--- config.mk ---
export PLATFORM = sky130hd
export DESIGN_NAME = snake_body_map
export DESIGN_NICKNAME = d
export VERILOG_FILES = /design/src/rtl/snake_body_map_pkg.sv /design/src/rtl/snake_cell_cmp.sv /design/src/rtl/snake_body_map.sv
export SDC_FILE = /design/constraint.sdc
export NUM_CORES = 1
export LEC_CHECK = 0
export CAP_MARGIN = 20
export CELL_PAD_IN_SITES_DETAIL_PLACEMENT = 0
export CELL_PAD_IN_SITES_GLOBAL_PLACEMENT = 2
export CORE_MARGIN = 4
export CORE_UTILIZATION = 32
export CTS_CLUSTER_DIAMETER = 60
export DETAILED_ROUTE_END_ITERATION = 10
export PLACE_DENSITY_LB_ADDON = 0.1
export SYNTH_ARGS = -nofsm -noshare
export SYNTH_HDL_FRONTEND = slang
export SYNTH_HIERARCHICAL = 1
export SYNTH_SLANG_ARGS = --single-unit
--- constraint.sdc ---
create_clock -name clk_i -period 21 [get_ports clk_i]
set_clock_uncertainty 0.05 [all_clocks]
set_input_delay 2.1 -clock clk_i [delete_from_list [all_inputs] [get_ports clk_i]]
set_output_delay 2.1 -clock clk_i [all_outputs]
set_load 0.005 [all_outputs]
--- src/rtl/snake_body_map_pkg.sv ---
// Shared types and constants for the snake game-state stage: direction and pixel-class codes,
// grid geometry and the snake's starting position.
package snake_body_map_pkg;

  typedef enum logic [1:0] {
    DirUp    = 2'b00,
    DirDown  = 2'b01,
    DirLeft  = 2'b10,
    DirRight = 2'b11
  } dir_e;

  typedef enum logic [1:0] {
    ClsNone = 2'b00,
    ClsHead = 2'b01,
    ClsBody = 2'b10,
    ClsWall = 2'b11
  } cls_e;

  typedef enum logic [2:0] {
    StIdle,
    StCalc,
    StCheck,
    StUpdate,
    StDead
  } state_e;

  typedef struct packed {
    logic [5:0] x;
    logic [4:0] y;
  } cell_t;

  localparam int unsigned GridW = 40;
  localparam int unsigned GridH = 30;
  localparam logic [5:0] LastX = 6'(GridW - 1);
  localparam logic [4:0] LastY = 5'(GridH - 1);

  localparam logic [5:0] InitHeadX = 6'd20;
  localparam logic [4:0] InitHeadY = 5'd15;

  localparam logic [9:0] ScreenW = 10'd640;
  localparam logic [9:0] ScreenH = 10'd480;

  // Opposite directions differ only in bit 0 (UP/DOWN, LEFT/RIGHT).
  function automatic logic is_reverse(input dir_e a, input dir_e b);
    return (a ^ b) == 2'b01;
  endfunction

  // Wrap on the 6/5-bit fields is harmless: the wall check rejects it before commit.
  function automatic cell_t step_cell(input cell_t c, input dir_e d);
    cell_t n;
    n = c;
    case (d)
      DirUp:    n.y = c.y - 5'd1;
      DirDown:  n.y = c.y + 5'd1;
      DirLeft:  n.x = c.x - 6'd1;
      DirRight: n.x = c.x + 6'd1;
      default:  n = c;
    endcase
    return n;
  endfunction

endpackage

--- src/rtl/snake_cell_cmp.sv ---
// Parallel compare of one grid cell against every snake segment, masked to the first len_i
// segments; returns one hit bit per segment.
module snake_cell_cmp
  import snake_body_map_pkg::*;
#(
  parameter int unsigned MaxLen = 32
) (
  input  cell_t                cell_i,
  input  cell_t [MaxLen-1:0]   seg_i,
  input  logic  [5:0]          len_i,
  output logic  [MaxLen-1:0]   hit_o
);

  always_comb begin
    hit_o = '0;
    for (int i = 0; i < int'(MaxLen); i++) begin
      hit_o[i] = (seg_i[i] == cell_i) && (6'(i) < len_i);
    end
  end

endmodule

--- src/rtl/snake_body_map.sv ---
// Snake game-state stage: moves the snake one cell per tick, detects apple/wall/self hits and
// classifies the scanned pixel as NONE/HEAD/BODY/WALL with zero latency.
module snake_body_map
  import snake_body_map_pkg::*;
#(
  parameter int unsigned MaxLen  = 32,
  parameter int unsigned InitLen = 3
) (
  input  logic       clk_i,
  input  logic       rst_i,
  input  logic       restart_i,
  input  logic       move_tick_i,
  input  logic [1:0] dir_i,
  input  logic [5:0] apple_x_i,
  input  logic [4:0] apple_y_i,
  input  logic [9:0] x_pos_i,
  input  logic [9:0] y_pos_i,
  output logic [1:0] snake_o,
  output logic       eat_o,
  output logic       dead_o,
  output logic [5:0] length_o
);

  typedef cell_t [MaxLen-1:0] seg_arr_t;

  function automatic seg_arr_t init_segs();
    seg_arr_t s;
    for (int i = 0; i < int'(MaxLen); i++) begin
      if (i < int'(InitLen)) begin
        s[i] = cell_t'{x: InitHeadX - 6'(i), y: InitHeadY};
      end else begin
        s[i] = '0;
      end
    end
    return s;
  endfunction

  state_e   state_q, state_d;
  seg_arr_t seg_q, seg_d;
  logic [5:0] len_q, len_d;
  dir_e     cur_dir_q, cur_dir_d;
  cell_t    nxt_q, nxt_d;
  logic     grow_q, grow_d;

  dir_e  eff_dir;
  cell_t apple;
  logic  apple_hit, wall_hit, self_hit;
  logic [5:0] chk_len;
  logic [MaxLen-1:0] chk_hit;

  assign apple     = cell_t'{x: apple_x_i, y: apple_y_i};
  assign apple_hit = (nxt_q == apple);
  assign wall_hit  = (nxt_q.x == 6'd0) || (nxt_q.x == LastX) ||
                     (nxt_q.y == 5'd0) || (nxt_q.y == LastY);
  // Without growth the tail vacates its cell this move, so it is excluded.
  assign chk_len   = apple_hit ? len_q : 6'(len_q - 6'd1);
  assign self_hit  = |chk_hit;

  snake_cell_cmp #(
    .MaxLen (MaxLen)
  ) u_chk_cmp (
    .cell_i (nxt_q),
    .seg_i  (seg_q),
    .len_i  (chk_len),
    .hit_o  (chk_hit)
  );

  // FSM state register
  always_ff @(posedge clk_i or posedge rst_i) begin
    if (rst_i) begin
      state_q <= StIdle;
    end else begin
      state_q <= state_d;
    end
  end

  // FSM next state
  always_comb begin
    state_d = state_q;
    if (restart_i) begin
      state_d = StIdle;
    end else begin
      case (state_q)
        StIdle:   if (move_tick_i) state_d = StCalc;
        StCalc:   state_d = StCheck;
        StCheck:  state_d = (wall_hit || self_hit) ? StDead : StUpdate;
        StUpdate: state_d = StIdle;
        StDead:   state_d = StDead;
        default:  state_d = StIdle;
      endcase
    end
  end

  // Datapath next state
  always_comb begin
    seg_d     = seg_q;
    len_d     = len_q;
    cur_dir_d = cur_dir_q;
    nxt_d     = nxt_q;
    grow_d    = grow_q;
    eff_dir   = cur_dir_q;
    if (restart_i) begin
      seg_d     = init_segs();
      len_d     = 6'(InitLen);
      cur_dir_d = DirRight;
      nxt_d     = '0;
      grow_d    = 1'b0;
    end else begin
      case (state_q)
        StCalc: begin
          if (!is_reverse(dir_e'(dir_i), cur_dir_q)) begin
            eff_dir = dir_e'(dir_i);
          end
          cur_dir_d = eff_dir;
          nxt_d     = step_cell(seg_q[0], eff_dir);
        end
        StCheck: grow_d = apple_hit;
        StUpdate: begin
          seg_d = {seg_q[MaxLen-2:0], nxt_q};
          if (grow_q && (len_q < 6'(MaxLen))) begin
            len_d = len_q + 6'd1;
          end
        end
        default: ;
      endcase
    end
  end

  always_ff @(posedge clk_i or posedge rst_i) begin
    if (rst_i) begin
      seg_q     <= init_segs();
      len_q     <= 6'(InitLen);
      cur_dir_q <= DirRight;
      nxt_q     <= '0;
      grow_q    <= 1'b0;
    end else begin
      seg_q     <= seg_d;
      len_q     <= len_d;
      cur_dir_q <= cur_dir_d;
      nxt_q     <= nxt_d;
      grow_q    <= grow_d;
    end
  end

  // FSM outputs
  always_comb begin
    eat_o  = (state_q == StUpdate) && grow_q;
    dead_o = (state_q == StDead);
  end

  assign length_o = len_q;

  // Pixel classification
  logic        pix_vis, pix_border;
  logic [5:0]  pix_cx, pix_cy;
  cell_t       pix_cell;
  logic [MaxLen-1:0] pix_hit;

  assign pix_vis    = (x_pos_i < ScreenW) && (y_pos_i < ScreenH);
  assign pix_cx     = x_pos_i[9:4];
  assign pix_cy     = y_pos_i[9:4];
  assign pix_border = (pix_cx == 6'd0) || (pix_cx == LastX) ||
                      (pix_cy == 6'd0) || (pix_cy == {1'b0, LastY});
  assign pix_cell   = cell_t'{x: pix_cx, y: pix_cy[4:0]};

  snake_cell_cmp #(
    .MaxLen (MaxLen)
  ) u_pix_cmp (
    .cell_i (pix_cell),
    .seg_i  (seg_q),
    .len_i  (len_q),
    .hit_o  (pix_hit)
  );

  always_comb begin
    snake_o = ClsNone;
    if (!pix_vis) begin
      snake_o = ClsNone;
    end else if (pix_border) begin
      snake_o = ClsWall;
    end else if (pix_hit[0]) begin
      snake_o = ClsHead;
    end else if (|pix_hit[MaxLen-1:1]) begin
      snake_o = ClsBody;
    end
  end

endmodule
==> impl_metrics.yaml <==
status:
  status: "complete, no violations"
critical_path:
  slowest_delay_ns: 0.68
  cp-start-kind: "input pin"
  path_cells: "buf_2 > buf_4 > xor2_1 > nor4_2 > nand4_1 > nor4_2 > nor4_1 > nand4_1 > nor2_1 > nor2_1 > o31a_1 > clkdlybuf4s50_1"
  crit_required_ns: 18.85
  cp_max_fo: 34
  worstPathArrival_ns: 5.37
  crit_slowest_cell: "buf_4"
  critPathKind: "in2out"
  reg2reg_slack_ns: 15.37
  cp-end-kind: "output port"
floorplanning:
  dieHeight_um: 277
  dieArea_um2: 76500
  die_width_um: 277
  start_util_pct: 32.3
  core_um2: 71500
  fp-row-count: 98
  ios: 47
global_routing:
  grt_overflow_total: 0
  grt_max_degree: 223
  grt_util_all_layers_pct: 22.1
  grt_pass1_vias: 17833
  antenna_found_initial: 2
  grt_pass1_wl_um: 128000
flow_run:
  cap_violations: 0
clock_network:
  cts_setup_buffers: 0
  ctsResizeCount: 0
  cts_sinks: 375
  cts_tree: "built"
  cts-buffers-inserted: 53
  clk_pin_slew_ns: 0.06
  ctsHoldBuffers: 0
  clockBufferDepth: 3
  clkLatencyLatePin_ns: 0.60
  h-tree-depth: 2
  root_buffer: "clkbuf_16"
power:
  p_total_w: 0.00208
  power_density_nw_per_um2: 80.6
  p_leak_nw: 9.83
  ir_drop_mv: 0.0575
drt:
  wire_per_inst_um: 28.0
  postRouteAntennaNets: 0
  via_per_inst: 5.60
  vias: 17324
  routed_wl_um: 86800
  drc: 0
  drt-pass1-iter-count: 5
  drtIter0Drc: 1212
logic_synthesis:
  synthesis.area_um2: 23100
  yosysTopAreaCell: "dfrtp_1"
  synth_edf_count: 0
  synth_cell_types: 58
  yosys-top-cells-area: "dfrtp_1, xnor2_1, a22o_1"
  synthMostInstantiatedCell: "xnor2_1"
  synth-main-ff-cell: "dfrtp_1"
  yosys.area.top_type_share_pct: 38.2
  synth_top_cells_by_count: "xnor2_1, dfrtp_1, a22o_1"
  synth_cells: 2151
  ys_seq_area_share_pct: 40.8
  ys_warn_count: 6
  syn_nets: 2199
  synth_async_sr_flop_share_pct: 100
  ys_ff_latch: 375
  synth_area_per_cell_um2: 10.7
timing:
  rsz0062_at_grt: "false"
  fmax_ghz: 0.133
  slew_headroom_pct: 18.4
  finalCritPeriodShare_pct: 35.8
  hold_viol: 0
  setup_tns_ns: 0
  tightest_slew_ns: 1.22
  period_minus_slack_ns: 7.52
  setup_viol: 0
  finalMaxSlewViolations: 0
placed_design:
  place.gp.congestion: 0.778
  port-buffer-count: 38
  hpwlAfterDp_um: 50500
hold_path:
  min_path_type: "reg2reg"
cells_and_area:
  nFillCells: 7060
  area_growth_pct: 11.8
  fin_nets: 2147
  antenna_cells: 0
  drive_gt1_share_pct: 9.93
[layer usage]
metal / vias to the layer above / wire [µm] / part of all wire, % / global-route usage (%)
met1: 9027 / 41500 / 48 / 32.1
li1: 7720 / - / - / -
met4: 0 / 1970 / 2.3 / 5.16
met3: 120 / 4050 / 4.7 / 3.29
met2: 457 / 39300 / 45 / 34.8
met5: - / 0 / 0 / 0
[cells by family after synthesis]
| logic type | count (synthesis) | synth area share (%) |
|---|---|---|
| muxes | 5 | 0.222 |
| and+or+nand+nor | 372 | 9.65 |
| buffers and inverters | 205 | 4.79 |
| adders and majority gates | 11 | 0.661 |
| DFF | 375 | 40.8 |
| xor gates and xnor gates | 730 | 27.7 |
| AOI/OAI and AO/OA | 453 | 16.2 |
[power by group]
part           internal, W  switching (W)
clock network     0.000568       0.000376
registers         0.000730      0.0000416
logic             0.000139       0.000223
[layout make-up]
cell class              instances  area [µm²]  area share [%]
inverters                      14        60.1           0.233
clock buffers                  64        1450            5.62
multi-input cells            1571       12600            48.8
repair buffers                 84         706            2.74
clock inverters                36         379            1.47
flip-flops and latches        375        9430            36.5
well taps                     950        1190            4.61
[cell usage in the layout, fill, tap and decap left out, types with 26 or more instances in the layout]
| cell type | instances |
|---|---|
| nand3_1 | 26 |
| dfrtp_1 | 341 |
| nand2_1 | 27 |
| buf_4 | 42 |
| a21oi_1 | 29 |
| clkdlybuf4s50_1 | 27 |
| nand4_1 | 133 |
| a22o_1 | 329 |
| nor4_1 | 72 |
| nor2_1 | 33 |
| clkbuf_16 | 55 |
| nor3_1 | 26 |
| xor2_1 | 135 |
| xnor2_1 | 594 |
[critical path: cells and delay by family]
family                    cells  cell delay [ns]
and+or+nand+nor               7             1.52
xor gates and xnor gates      1             0.23
AOI/OAI and AO/OA             1             0.25
buffers and inverters         3             1.21
[path summary, 6_finish.rpt]
| kind | from | to | cells past startpoint |
|---|---|---|---|
| min in group asynchronous | rst_i | seg_q[106]$_DFFE_PP0P_ | 2 |
| max | x_pos_i[4] | snake_o[1] | 12 |
| min reg2reg | cur_dir_q[1]$_DFFE_PP1P_ | cur_dir_q[1]$_DFFE_PP1P_ | 2 |
| max reg2reg | nxt_q[0]$_DFFE_PP0P_ | state_q[0]$_DFFE_PP0P_ | 16 |
| max in group asynchronous | rst_i | seg_q[290]$_DFFE_PP0P_ | 4 |
| min | cur_dir_q[1]$_DFFE_PP1P_ | cur_dir_q[1]$_DFFE_PP1P_ | 2 |
[metrics by stage]
stage | std cells | util (%) | setup WS [ns] | hold slack, ns | area (µm²)
global placement | 2993 | 33.5 | 13.37 | 0.435 | 24000
floorplan | 2151 | - | 8.47 | 0.425 | 23100
detailed placement | 2993 | 33.5 | 13.32 | 0.448 | 24000
finish | 3094 | 36.1 | 13.48 | 0.453 | 25800
CTS | 3093 | 36.1 | 13.46 | 0.459 | 25800
global route | 3094 | 36.1 | 13.31 | 0.485 | 25800
[state kept, by name, summed over array words and instances (netlist names)]
signal and cells:
state_q 3, seg_q 352, nxt_q 11, cur_dir_q 2
length_o 6, grow_q 1
No activity file was read; power rests on OpenSTA's default activity.
